### config.mk
export PLATFORM = sky130hd
export DESIGN_NAME = pc_sequencer
export DESIGN_NICKNAME = d
export VERILOG_FILES = /design/src/rtl/pc_sequencer.sv
export SDC_FILE = /design/constraint.sdc
export NUM_CORES = 1
export LEC_CHECK = 0
export ABC_AREA = 1
export CORE_ASPECT_RATIO = 2
export CORE_MARGIN = 2
export CORE_UTILIZATION = 39
export DETAILED_ROUTE_END_ITERATION = 10
export HOLD_SLACK_MARGIN = 0.1
export PLACE_DENSITY_LB_ADDON = 0.1
export SLEW_MARGIN = 20
export SYNTH_ARGS = -nofsm -noshare
export SYNTH_HDL_FRONTEND = slang
export SYNTH_SLANG_ARGS = --single-unit
### constraint.sdc
create_clock -name clk -period 1.64 [get_ports clk]
set_input_delay 0.246 -clock clk [delete_from_list [all_inputs] [get_ports clk]]
set_output_delay 0.246 -clock clk [all_outputs]
set_load 0.02 [all_outputs]
### src/rtl/pc_sequencer.sv
// pc_sequencer: program-counter sequencer with a FETCH/EXEC handshake,
// branch/jump/register-jump next-PC selection, ILLOP/XADR traps and
// user-mode interrupt entry with exception return address capture.
//
// Optional feature macro: PC_IRQ_LATCH_EN
//   defined   : a rising edge of irq sets a pending flag that is held until
//               the interrupt is taken or reset.
//   undefined : pending is the irq level seen at EXEC completion; no flag.
//
// Ports
//   clk         in   clock, rising-edge active
//   reset       in   asynchronous active-low reset
//   pc_src[2:0] in   next-PC select (000 seq, 001 br, 010 jmp, 011 jr,
//                    100 ILLOP, 101 XADR, 110/111 ILLOP)
//   cond        in   branch-taken condition
//   con_ba      in   branch target
//   jt[25:0]    in   jump index
//   reg_target  in   register-jump target
//   irq         in   external interrupt request
//   stall       in   hold current instruction in EXEC
//   imem_req    out  fetch request (FETCH only)
//   imem_ack    in   fetch complete
//   pc          out  current program counter
//   pc_plus4    out  pc + 4 with kernel bit preserved
//   epc         out  exception return address
//   valid       out  instruction at pc is executing (EXEC only)
//   kernel      out  pc[W-1]
//   irq_taken   out  high during the EXEC-completion cycle that takes an irq
module pc_sequencer #(
  parameter int unsigned  W         = 32,
  parameter logic [W-1:0] RESET_VEC = W'(32'h8000_0000),
  parameter logic [W-1:0] ILLOP_VEC = W'(32'h8000_0004),
  parameter logic [W-1:0] XADR_VEC  = W'(32'h8000_0008)
) (
  input  logic         clk,
  input  logic         reset,
  input  logic [2:0]   pc_src,
  input  logic         cond,
  input  logic [W-1:0] con_ba,
  input  logic [25:0]  jt,
  input  logic [W-1:0] reg_target,
  input  logic         irq,
  input  logic         stall,
  output logic         imem_req,
  input  logic         imem_ack,
  output logic [W-1:0] pc,
  output logic [W-1:0] pc_plus4,
  output logic [W-1:0] epc,
  output logic         valid,
  output logic         kernel,
  output logic         irq_taken
);

  localparam int unsigned LOW_W = W - 1;

  typedef enum logic [1:0] {
    ST_IDLE  = 2'd0,
    ST_FETCH = 2'd1,
    ST_EXEC  = 2'd2
  } state_t;

  state_t       state_q, state_d;
  logic         idle_done_q, idle_done_d;
  logic [W-1:0] pc_q, pc_d;
  logic [W-1:0] epc_q, epc_d;

  logic [W-1:0] pc_plus4_c;
  logic [W-1:0] seq_pc_c;
  logic [W-1:0] trap_vec_c;
  logic         trap_c;
  logic         exec_done_c;
  logic         pending_c;
  logic         take_irq_c;

  // Sequential address: kernel bit kept, low W-1 bits wrap.
  assign pc_plus4_c = {pc_q[W-1], pc_q[W-2:0] + LOW_W'(4)};

  // Non-trapping next PC; register jumps can only keep, never set, kernel.
  always_comb begin
    seq_pc_c = pc_plus4_c;
    case (pc_src)
      3'b001:  seq_pc_c = cond ? con_ba : pc_plus4_c;
      3'b010:  seq_pc_c = {pc_q[W-1], pc_plus4_c[W-2:28], jt, 2'b00};
      3'b011:  seq_pc_c = {reg_target[W-1] & pc_q[W-1], reg_target[W-2:0]};
      default: seq_pc_c = pc_plus4_c;
    endcase
  end

  // Codes 1xx trap; only 101 goes to XADR, reserved codes behave as ILLOP.
  assign trap_c      = pc_src[2];
  assign trap_vec_c  = (pc_src == 3'b101) ? XADR_VEC : ILLOP_VEC;
  assign exec_done_c = (state_q == ST_EXEC) && !stall;
  // Traps outrank interrupts; kernel mode masks interrupts.
  assign take_irq_c  = exec_done_c && !trap_c && pending_c && !pc_q[W-1];

`ifdef PC_IRQ_LATCH_EN
  logic irq_q, irq_d;
  logic pend_q, pend_d;
  logic irq_rise_c;

  // A rise in the completion cycle itself counts as pending.
  assign irq_rise_c = irq && !irq_q;
  assign pending_c  = pend_q || irq_rise_c;

  // Pending flag: set on irq rising edge, cleared when taken.
  always_comb begin
    irq_d  = irq;
    pend_d = pending_c && !take_irq_c;
  end

  always_ff @(posedge clk or negedge reset) begin
    if (!reset) begin
      irq_q  <= 1'b0;
      pend_q <= 1'b0;
    end else begin
      irq_q  <= irq_d;
      pend_q <= pend_d;
    end
  end
`else
  assign pending_c = irq;
`endif

  // State and architectural registers.
  always_ff @(posedge clk or negedge reset) begin
    if (!reset) begin
      state_q     <= ST_IDLE;
      idle_done_q <= 1'b0;
      pc_q        <= RESET_VEC;
      epc_q       <= '0;
    end else begin
      state_q     <= state_d;
      idle_done_q <= idle_done_d;
      pc_q        <= pc_d;
      epc_q       <= epc_d;
    end
  end

  // Next-state, PC/EPC update and handshake outputs.
  // IDLE spends one full cycle after reset release so the first fetch
  // request appears after the second rising edge.
  always_comb begin
    state_d     = state_q;
    idle_done_d = idle_done_q;
    pc_d        = pc_q;
    epc_d       = epc_q;
    imem_req    = 1'b0;
    valid       = 1'b0;
    irq_taken   = 1'b0;
    case (state_q)
      ST_IDLE: begin
        idle_done_d = 1'b1;
        if (idle_done_q) state_d = ST_FETCH;
      end
      ST_FETCH: begin
        imem_req = 1'b1;
        if (imem_ack) state_d = ST_EXEC;
      end
      ST_EXEC: begin
        valid = 1'b1;
        if (exec_done_c) begin
          state_d = ST_FETCH;
          if (trap_c) begin
            pc_d  = trap_vec_c;
            epc_d = pc_plus4_c;
          end else if (take_irq_c) begin
            pc_d      = XADR_VEC;
            epc_d     = seq_pc_c;
            irq_taken = 1'b1;
          end else begin
            pc_d = seq_pc_c;
          end
        end
      end
      default: state_d = ST_IDLE;
    endcase
  end

  assign pc       = pc_q;
  assign epc      = epc_q;
  assign pc_plus4 = pc_plus4_c;
  assign kernel   = pc_q[W-1];

endmodule

Yosys cells after proc, flatten, opt, wreduce, memory -nomap -nowiden:

Cells that the tools add are included.

* bits in writable memories: 0
* word-level logic and storage cells: 44
* bits of input ports: 99
* ROM bits: 0
* register bits: 67
* latch bits: 0
* memories: 0
* output and inout bits: 100

* order comparisons: 0
* div/mod/pow operators: 0
* eq/ne operators: 9
* multiply operators: 0
* shift-type cells: 0
* bitwise operators: 1
* add/sub/neg operators: 1
* muxes and demuxes: 17
* reduce and logical (&&, ||, !) cells: 12

Operators with widths (count)
* 32-bit 2-to-1 mux: 5
* 32-bit case mux with 3 select lines: 1
* 31-bit by 3-bit adder with 31-bit output (second input constant): 1
* 3-bit by 2-bit equality test with 1-bit output (second input constant): 2
* 1-bit 2-to-1 mux: 6
* 2-bit 2-to-1 mux: 3
* 2-bit != test (second input constant): 3
* 2-bit case mux with 3 select lines: 1
* 3-bit AND reduction: 2
* 1-bit logical AND: 4
* 4-bit 2-to-1 mux: 1
* 3-bit by 1-bit equality test with 1-bit output (second input constant): 1
* 3-bit equality test (second input constant): 1
* 1-bit zero test: 3
* 2-bit by 1-bit equality test with 1-bit output (second input constant): 1
* 2-bit equality test (second input constant): 1
* 2-bit zero test: 1
* 2-bit AND reduction: 1
* 2-bit nonzero test: 1
* 1-bit bitwise AND: 1

Longest topological paths before layout:

Gate-level depths: netlist of the first run.

* depth after elaboration: 9
* gate-level depth with buffers: 12
* depth with buffers taken out: 12

Worst setup path after synthesis of the first run:

Ideal clock, no wire load.

* kind: register -> register
* start: reg pc_q[3] (netlist: pc[3])
* end: reg pc_q[18] (netlist: pc[18])
* setup slack: -250 ps
* arrival time: 1825 ps
* stages on the path, launching flop included: 11
* clock period less this slack: 1890 ps
* buffers on the path: 0
* required time: 1574 ps
* library setup time: 66 ps
* cell sequence: dfrtp_1 ha_1 inv_1 nor2_4 nand2_2 nor2_4 xor2_1 nand2_1 nand2_1 nand2_1 nand2_1

* cells in the longest elaborated chain, start to end: 5

Ends and longest elaborated chain
* from (decl): line 64 `logic [W-1:0] pc_q, pc_d;`
* from (signal assigned): line 134 `pc_q <= pc_d;`
* 31-bit by 3-bit adder with 31-bit output (*): line 76 `assign pc_plus4_c = {pc_q[W-1], pc_q[W-2:0] + LOW_W'(4)};`
* via pc_plus4[18]: line 47 `output logic [W-1:0] pc_plus4,`
* 32-bit 2-to-1 mux: line 82 `3'b001: seq_pc_c = cond ? con_ba : pc_plus4_c;`
* 32-bit case mux with 3 select lines (*): line 81 `case (pc_src)`
* 32-bit 2-to-1 mux (*): line 166 `end else if (take_irq_c) begin`
* 32-bit 2-to-1 mux (*): line 163 `if (trap_c) begin`

Mark *: on every way through the listed nets, which the timed path passes. The rest lies on a longest branch.
A chain may end at the register's enable or synchronous reset.

Worst setup path in the final report of the first run:

* start: reg pc_q[3] (netlist: pc[3])
* end: out pc_plus4[18]

* cells in the longest elaborated chain, start to end: 1

Ends and longest elaborated chain (line)
* 31-bit by 3-bit adder with 31-bit output: 76
* to (decl): 47

Every way passes these cells.

==> run_summary.xml, run 1 <==
<?xml version="1.0" encoding="UTF-8"?>
<metrics>
  <group name="placed_design">
    <metric name="io_buffer_count" unit="">198</metric>
    <metric name="globalplace.congestion" unit="">0.963</metric>
    <metric name="place.detailed.instances" unit="">1082</metric>
    <metric name="placed_area" unit="um2">7450</metric>
    <metric name="pre_cts_slack" unit="ns">-0.572</metric>
    <metric name="post-dp-hpwl" unit="mm">14.9</metric>
  </group>
  <group name="final_layout">
    <metric name="layout.cells.most_common" unit="">sky130_fd_sc_hd__nand2_1</metric>
    <metric name="fin_area" unit="um2">8900</metric>
    <metric name="area_growth_syn_to_layout" unit="%">100</metric>
    <metric name="layout.cells.most_common_list" unit="">sky130_fd_sc_hd__nand2_1, sky130_fd_sc_hd__clkdlybuf4s50_1, sky130_fd_sc_hd__buf_4, sky130_fd_sc_hd__nand2_2, sky130_fd_sc_hd__dfrtp_1</metric>
    <metric name="fin_nets" unit="">1094</metric>
    <metric name="layoutNonFillerInstCount" unit="">1140</metric>
    <metric name="final_layout_size_suffix_gt1_frac" unit="">0.385</metric>
    <metric name="antenna_cell_count" unit="">0</metric>
  </group>
  <group name="critical_path">
    <metric name="worst-path-max-fanout" unit="">5</metric>
    <metric name="cp_cell_sequence" unit="">ha_4, inv_2, nor2_4, nand2_2, nor2_4, buf_6, xor2_4, buf_6</metric>
    <metric name="slowest_cell_on_the_critical_path" unit="">sky130_fd_sc_hd__dfrtp_2</metric>
    <metric name="setup.worst_path.start_class" unit="">register</metric>
    <metric name="critical_path.endpoint_type" unit="">output pin</metric>
    <metric name="data_required_time_at_the_worst_endpoint" unit="ns">1.39</metric>
    <metric name="timing.critical_path.slowest_cell_delay" unit="ns">0.43</metric>
    <metric name="criticalPathCategory" unit="">register to output pin</metric>
    <metric name="crit_arrival" unit="ns">1.79</metric>
  </group>
  <group name="sta">
    <metric name="timing.final.crit_period" unit="ns">2.03</metric>
    <metric name="max_slew.worst_pin.slew" unit="ns">0.430</metric>
    <metric name="clock.fmax" unit="MHz">492</metric>
    <metric name="timing.final.ws_setup" unit="ns">-0.392</metric>
    <metric name="relSlewSlack" unit="">0.710</metric>
    <metric name="rsz0062_at_grt" unit="">yes</metric>
    <metric name="skew" unit="ns">0.00486</metric>
    <metric name="pins_over_their_slew_limit" unit="">0</metric>
    <metric name="setup_viol_count_final" unit="">54</metric>
    <metric name="setup_total_negative_slack" unit="ns">-10.62</metric>
    <metric name="report.final.hold_viol_count" unit="">0</metric>
    <metric name="period_share" unit="">1.24</metric>
  </group>
  <group name="power_and_ir_drop">
    <metric name="power.leakage" unit="nW">4.47</metric>
    <metric name="design_power_total" unit="mW">13.0</metric>
    <metric name="ir_drop" unit="V">0.00101</metric>
    <metric name="power.density_cell_area" unit="nW/um2">1460</metric>
  </group>
  <group name="yosys">
    <metric name="fraction_of_synthesized_cell_area_taken_by_the_top_area_cell_type" unit="">0.372</metric>
    <metric name="ys.flop_type" unit="">sky130_fd_sc_hd__dfrtp_1</metric>
    <metric name="ys_top_cells_by_area" unit="">sky130_fd_sc_hd__dfrtp_1, sky130_fd_sc_hd__nand2_1, sky130_fd_sc_hd__nor2_1</metric>
    <metric name="yosys-mux-area-fraction" unit="">0</metric>
    <metric name="synthCells" unit="">658</metric>
    <metric name="synth_compound_area_frac" unit="">0.102</metric>
    <metric name="synthesized_netlist_net_count" unit="">759</metric>
    <metric name="yosys_warnings" unit="">0</metric>
    <metric name="synthSimpleGateAreaFrac" unit="">0.411</metric>
    <metric name="biggest_area_consumer_among_synthesized_cells" unit="">sky130_fd_sc_hd__dfrtp_1</metric>
    <metric name="synth_cell_type_count" unit="">43</metric>
    <metric name="synth-async-reset-ratio" unit="">1.00</metric>
    <metric name="total_standard_cell_area_after_synthesis" unit="um2">4440</metric>
    <metric name="post_synth.cell_area_avg" unit="um2">6.75</metric>
    <metric name="synth_fa_ha_area_frac" unit="">0.00563</metric>
    <metric name="yosysSeqAreaShare" unit="">0.378</metric>
    <metric name="synth_enable_flop_cells" unit="">0</metric>
    <metric name="synth_xor_xnor_area_share" unit="">0.0296</metric>
    <metric name="synth_seq_cells" unit="">67</metric>
    <metric name="synth_top_family_by_area" unit="">simple AND/OR/NAND/NOR gates</metric>
  </group>
  <group name="global_route">
    <metric name="first_global_vias" unit="">6065</metric>
    <metric name="number_of_antenna_violations_at_the_first_check_in_global_routing" unit="">0</metric>
    <metric name="grt_pass1_wl" unit="mm">30.5</metric>
    <metric name="grt.overflow.total" unit="">0</metric>
    <metric name="groute.layer.met2.usage" unit="">0.609</metric>
    <metric name="busiest_layer" unit="">met2</metric>
    <metric name="use_met1" unit="">0.332</metric>
    <metric name="grt_max_degree" unit="">68</metric>
    <metric name="groute.usage.overall" unit="">0.326</metric>
    <metric name="groute.layer.met3.usage" unit="">0.0435</metric>
  </group>
  <group name="route">
    <metric name="drc" unit="">0</metric>
    <metric name="overall_routed_net_length" unit="mm">21.2</metric>
    <metric name="drt-initial-drc-count" unit="">372</metric>
    <metric name="count_of_nets_left_with_antenna_violations_after_detail_routing" unit="">0</metric>
    <metric name="post_drt_wl_per_cell" unit="um">18.6</metric>
    <metric name="detailedRoute.firstPassIterationCount" unit="">5</metric>
    <metric name="avgViaCountPerCell" unit="">5.26</metric>
    <metric name="vias" unit="">5999</metric>
  </group>
  <group name="cts">
    <metric name="max-clock-path-buffers" unit="">2</metric>
    <metric name="tritoncts_clock_tree" unit="">yes</metric>
    <metric name="cts-buffers-inserted" unit="">9</metric>
    <metric name="htree_levels" unit="">3</metric>
    <metric name="worst_setup_hold_path_clk_slew" unit="ns">0.06</metric>
    <metric name="numClockSinks" unit="">67</metric>
    <metric name="clock-root-buffer" unit="">sky130_fd_sc_hd__clkbuf_16</metric>
    <metric name="clock_insertion_delay_worst_skew" unit="ns">0.33</metric>
  </group>
  <group name="floorplanning">
    <metric name="floorplan.initialDensity" unit="">0.396</metric>
    <metric name="die_h" unit="um">155</metric>
    <metric name="area_of_the_core_region" unit="um2">11200</metric>
    <metric name="num_io_pins" unit="">199</metric>
    <metric name="row_count" unit="">55</metric>
    <metric name="area_enclosed_by_the_die_boundary" unit="um2">12300</metric>
    <metric name="die_x" unit="um">79.5</metric>
  </group>
  <group name="status">
    <metric name="violations_in_the_final_reports" unit="">setup timing</metric>
    <metric name="run_status" unit="">finished, violations left</metric>
  </group>
  <group name="hold_path">
    <metric name="min_path_type" unit="">primary input to async pin</metric>
  </group>
  <group name="job">
    <metric name="drv_cap" unit="">0</metric>
  </group>
</metrics>
per-stage QoR:
stage | hold slack (ns) | utilization
after floorplan | -0.0496 | -
after global placement | 0.296 | 0.664
after detailed placement | 0.295 | 0.664
after CTS | 0.480 | 0.751
after global routing | 0.458 | 0.793
final | 0.438 | 0.793
per-layer routing:
layer | routed length, um | part of all wire
met5 | 0 | 0
met4 | 1210 | 0.057
met3 | 1100 | 0.052
met2 | 11700 | 0.55
met1 | 7130 | 0.34
report_power, final:
part	internal (mW)	switching, mW
Combinational	3.83	4.14
Clock	1.22	0.758
Sequential	2.38	0.671
cell families after synthesis:
kind of cell    count (synthesis)
fa+ha+maj                       2
xor+xnor                       15
simple gates                  431
compound gates                 67
flops                          67
buf+inv                        76
critical path: cells and delay by family (launching register included):
family / cells / cell delay, ns
AND/OR/NAND/NOR: 3 / 0.36
flip-flops: 1 / 0.43
XOR/XNOR: 1 / 0.18
buffers and inverters: 3 / 0.32
adder cells (fa/ha/maj): 1 / 0.16
state kept, by name, summed over array words and instances (netlist names):
| signal | count |
|---|---|
| idle_done_q | 1 |
| pc | 32 |
| state_q | 2 |
| epc | 32 |
synthesized netlist by cell type, types with 3 or more instances:
cell type,n
sky130_fd_sc_hd__nor2_4,5
sky130_fd_sc_hd__a32oi_1,3
sky130_fd_sc_hd__a22oi_1,11
sky130_fd_sc_hd__buf_4,5
sky130_fd_sc_hd__a22o_1,3
sky130_fd_sc_hd__a221oi_1,7
sky130_fd_sc_hd__xor2_1,10
sky130_fd_sc_hd__nand2_2,13
sky130_fd_sc_hd__inv_2,7
sky130_fd_sc_hd__nand2_1,300
sky130_fd_sc_hd__o21ai_0,12
sky130_fd_sc_hd__nor2_2,8
sky130_fd_sc_hd__nand4_1,9
sky130_fd_sc_hd__o21ai_1,13
sky130_fd_sc_hd__a21oi_1,5
sky130_fd_sc_hd__nand3_1,31
sky130_fd_sc_hd__buf_2,14
sky130_fd_sc_hd__clkbuf_1,8
sky130_fd_sc_hd__nor2_1,54
sky130_fd_sc_hd__nand3b_1,4
sky130_fd_sc_hd__inv_1,40
sky130_fd_sc_hd__dfrtp_1,66
sky130_fd_sc_hd__xnor2_1,5
worst paths after layout:
check	start	endpoint	slack, ns	depth (start not counted)
max in group asynchronous	reset	pc[24]$_DFFE_PN0P_	0.79	3
hold reg to reg	idle_done_q$_DFFE_PN0P_	idle_done_q$_DFFE_PN0P_	0.47	2
setup / recovery	pc[3]$_DFFE_PN0P_	pc_plus4[18]	-0.39	8
min in group clk	pc_src[2]	pc[3]$_DFFE_PN0P_	0.45	5
setup reg to reg	pc[3]$_DFFE_PN0P_	epc[26]$_DFFE_PN0P_	-0.27	15
hold / removal	reset	epc[17]$_DFFE_PN0P_	0.44	3
what timing repair did:
action | in CTS | in global routing
cloned | 0 | 0
pin swaps | 52 | 49
setup buffers | 31 | 18
gates resized for setup | 309 | 112
hold buffers | 1 | 0
hold endpoints to repair | 66 | 0
setup endpoints to repair | 105 | 98
area by class of cell:
| cell class | instances | area, um2 |
|---|---|---|
| clock buffer | 12 | 246 |
| clock inverter | 4 | 50.0 |
| fill | 775 | 2320 |
| inverter | 48 | 191 |
| multi-input combinational | 515 | 3190 |
| sequential | 67 | 1690 |
| tap | 142 | 178 |
| timing repair buffer | 352 | 3340 |
No activity file was read; power rests on OpenSTA's default activity.
==> run 2, diff against run 1 <==
--- a/config.mk
+++ b/config.mk
@@ -8,7 +8,7 @@
 export ABC_AREA = 1
 export CORE_ASPECT_RATIO = 2
 export CORE_MARGIN = 2
-export CORE_UTILIZATION = 39
+export CORE_UTILIZATION = 43
 export DETAILED_ROUTE_END_ITERATION = 10
 export HOLD_SLACK_MARGIN = 0.1
 export PLACE_DENSITY_LB_ADDON = 0.1
==> constraint.sdc (replaced) <==
create_clock -name clk -period 1.9 [get_ports clk]
set_input_delay 0.285 -clock clk [delete_from_list [all_inputs] [get_ports clk]]
set_output_delay 0.285 -clock clk [all_outputs]
set_load 0.02 [all_outputs]
==> run 2 against run 1 <==
  * The flow still finishes with violations (setup timing)
  * Power decreased by 15%
  * Combinational power is 15% lower
  * Routed wire length down 0.69%
  * Hold slack improved by 0.026 ns
  * Cell area fell by 4.3%
  * Worst setup slack improved by 0.13 ns
  * Clock skew increased by 0.0023 ns
  * Highest routed layer unchanged
==> run_summary.xml, run 2 (synthesized netlist as in run 1, its figures left out) <==
<?xml version="1.0" encoding="UTF-8"?>
<metrics>
  <group name="floorplanning">
    <metric name="floorplan.initialDensity" unit="">0.441</metric>
    <metric name="area_enclosed_by_the_die_boundary" unit="um2">11200</metric>
    <metric name="row_count" unit="">52</metric>
    <metric name="die_h" unit="um">148</metric>
    <metric name="die_x" unit="um">75.9</metric>
    <metric name="num_io_pins" unit="">199</metric>
    <metric name="area_of_the_core_region" unit="um2">10100</metric>
  </group>
  <group name="sta">
    <metric name="max_slew.worst_pin.slew" unit="ns">0.600</metric>
    <metric name="skew" unit="ns">0.00711</metric>
    <metric name="timing.final.ws_setup" unit="ns">-0.265</metric>
    <metric name="pins_over_their_slew_limit" unit="">0</metric>
    <metric name="relSlewSlack" unit="">0.600</metric>
    <metric name="timing.final.crit_period" unit="ns">2.17</metric>
    <metric name="report.final.hold_viol_count" unit="">0</metric>
    <metric name="rsz0062_at_grt" unit="">yes</metric>
    <metric name="period_share" unit="">1.14</metric>
    <metric name="clock.fmax" unit="MHz">462</metric>
    <metric name="setup_total_negative_slack" unit="ns">-3.29</metric>
    <metric name="setup_viol_count_final" unit="">26</metric>
  </group>
  <group name="placed_design">
    <metric name="post-dp-hpwl" unit="mm">14.9</metric>
    <metric name="placed_area" unit="um2">7380</metric>
    <metric name="io_buffer_count" unit="">198</metric>
    <metric name="pre_cts_slack" unit="ns">-0.412</metric>
    <metric name="globalplace.congestion" unit="">0.950</metric>
  </group>
  <group name="final_layout">
    <metric name="area_growth_syn_to_layout" unit="%">91.5</metric>
    <metric name="fin_nets" unit="">1079</metric>
    <metric name="antenna_cell_count" unit="">0</metric>
    <metric name="fill_cell_count" unit="">603</metric>
    <metric name="layout.cells.most_common_list" unit="">sky130_fd_sc_hd__nand2_1, sky130_fd_sc_hd__clkdlybuf4s50_1, sky130_fd_sc_hd__buf_4, sky130_fd_sc_hd__dfrtp_1, sky130_fd_sc_hd__nand2_2</metric>
    <metric name="final_layout_size_suffix_gt1_frac" unit="">0.323</metric>
    <metric name="layout.cells.most_common" unit="">sky130_fd_sc_hd__nand2_1</metric>
    <metric name="finish.utilization" unit="">0.844</metric>
    <metric name="fin_area" unit="um2">8510</metric>
  </group>
  <group name="global_route">
    <metric name="grt_pass1_wl" unit="mm">30.1</metric>
    <metric name="number_of_antenna_violations_at_the_first_check_in_global_routing" unit="">0</metric>
    <metric name="groute.usage.overall" unit="">0.359</metric>
    <metric name="grt_max_degree" unit="">29</metric>
    <metric name="first_global_vias" unit="">6180</metric>
    <metric name="grt.overflow.total" unit="">0</metric>
  </group>
  <group name="power_and_ir_drop">
    <metric name="power.leakage" unit="nW">4.16</metric>
    <metric name="p_comb_frac" unit="">0.608</metric>
    <metric name="net-switching-power" unit="mW">4.74</metric>
    <metric name="ir_drop" unit="V">0.000970</metric>
    <metric name="seq_power_share" unit="">0.236</metric>
    <metric name="power_switching_share" unit="">0.427</metric>
    <metric name="power_report.internal_total" unit="mW">6.37</metric>
    <metric name="power.density_cell_area" unit="nW/um2">1300</metric>
    <metric name="clockPowerShare" unit="">0.156</metric>
  </group>
  <group name="route">
    <metric name="avgViaCountPerCell" unit="">5.48</metric>
    <metric name="detailedRoute.firstPassIterationCount" unit="">6</metric>
    <metric name="drc" unit="">0</metric>
    <metric name="vias" unit="">6121</metric>
    <metric name="overall_routed_net_length" unit="mm">21.0</metric>
    <metric name="drt-initial-drc-count" unit="">402</metric>
    <metric name="post_drt_wl_per_cell" unit="um">18.8</metric>
    <metric name="count_of_nets_left_with_antenna_violations_after_detail_routing" unit="">0</metric>
  </group>
  <group name="status">
    <metric name="run_status" unit="">finished, violations left</metric>
    <metric name="violations_in_the_final_reports" unit="">setup timing</metric>
  </group>
  <group name="hold_path">
    <metric name="min_path_type" unit="">register to register</metric>
  </group>
  <group name="critical_path">
    <metric name="worst-path-max-fanout" unit="">3</metric>
    <metric name="setup.worst_path.start_class" unit="">register</metric>
    <metric name="criticalPathCategory" unit="">register to output pin</metric>
    <metric name="critical_path.endpoint_type" unit="">output pin</metric>
    <metric name="crit_arrival" unit="ns">1.88</metric>
    <metric name="data_required_time_at_the_worst_endpoint" unit="ns">1.62</metric>
  </group>
  <group name="cts">
    <metric name="clock-root-buffer" unit="">sky130_fd_sc_hd__clkbuf_16</metric>
    <metric name="max-clock-path-buffers" unit="">2</metric>
    <metric name="clock_insertion_delay_worst_skew" unit="ns">0.34</metric>
    <metric name="htree_levels" unit="">3</metric>
    <metric name="cts-buffers-inserted" unit="">9</metric>
    <metric name="worst_setup_hold_path_clk_slew" unit="ns">0.06</metric>
    <metric name="numClockSinks" unit="">67</metric>
    <metric name="tritoncts_clock_tree" unit="">yes</metric>
  </group>
  <group name="job">
    <metric name="drv_cap" unit="">0</metric>
  </group>
</metrics>
==> run 2: worst paths after layout <==
kind	start	to	slack [ns]	cells past startpoint
max	pc[3]$_DFFE_PN0P_	pc_plus4[26]	-0.27	10
max in group asynchronous	reset	pc[23]$_DFFE_PN0P_	0.81	3
min in group asynchronous	reset	pc[15]$_DFFE_PN0P_	0.49	2
min	idle_done_q$_DFFE_PN0P_	idle_done_q$_DFFE_PN0P_	0.46	2
min reg2reg	idle_done_q$_DFFE_PN0P_	idle_done_q$_DFFE_PN0P_	0.46	2
max reg2reg	pc[3]$_DFFE_PN0P_	pc[26]$_DFFE_PN0P_	-0.10	15
==> run 2: cell type report <==
cell class / instances / area, um2 / share of cell area
clock buffer: 11 / 253 / 0.0297
clock inverter: 4 / 50.0 / 0.00588
inverter: 48 / 180 / 0.0212
multi-input combinational: 515 / 2980 / 0.350
sequential: 67 / 1690 / 0.198
tap: 135 / 169 / 0.0198
timing repair buffer: 337 / 3200 / 0.376
==> run 2: metal layers <==
layer	GRT usage	wire length, um
met5	0	0
met4	0.237	1790
met3	0.0702	1540
met2	0.627	10800
met1	0.366	6880
==> run 2: repair_timing <==
item | 4_1_cts | 5_1_grt
pin swaps | 31 | 45
endpoints found under the hold margin | 17 | 0
gates cloned | 0 | 0
resized for setup | 214 | 90
hold buffers | 1 | 0
endpoints found under the setup margin | 35 | 45
setup buffers | 14 | 18
==> run 2: power groups by stage <==
stage	Sequential (mW)	Clock (mW)	Combinational (mW)
2_1_floorplan	3.26	0	1.90
3_3_place_gp	2.50	0	5.88
3_5_place_dp	2.53	0	5.95
4_1_cts	2.55	1.73	6.26
5_1_grt	2.67	1.79	7.14
6_report	2.62	1.73	6.75
==> run 2: critical path, cell delays in order, from the launching register on <==
cell and delay, ns:
sky130_fd_sc_hd__dfrtp_1 0.39, sky130_fd_sc_hd__ha_2 0.22, sky130_fd_sc_hd__inv_2 0.05, sky130_fd_sc_hd__nor2_4 0.14, sky130_fd_sc_hd__nand2_2 0.10, sky130_fd_sc_hd__nor2_4 0.19, sky130_fd_sc_hd__buf_6 0.14, sky130_fd_sc_hd__nand2_4 0.05
sky130_fd_sc_hd__nand2_4 0.08, sky130_fd_sc_hd__nand2_4 0.06, sky130_fd_sc_hd__buf_6 0.13
==> run 2: per-stage QoR <==
step	power, mW	hold WS [ns]	cells
after detailed placement	8.48	0.312	1073
final	11.1	0.464	1117
after global routing	11.6	0.502	1117
after CTS	10.5	0.466	1103
after floorplan	5.16	-0.0106	658
after global placement	8.37	0.314	1073
==> run 3, diff against run 2 <==
--- a/config.mk
+++ b/config.mk
@@ -6,6 +6,7 @@
 export NUM_CORES = 1
 export LEC_CHECK = 0
 export ABC_AREA = 1
+export ABC_CLOCK_PERIOD_IN_PS = 1900
 export CORE_ASPECT_RATIO = 2
 export CORE_MARGIN = 2
 export CORE_UTILIZATION = 43
==> results of run 3 <==
The final DEF is identical to that of run 2; final timing and power are the same.
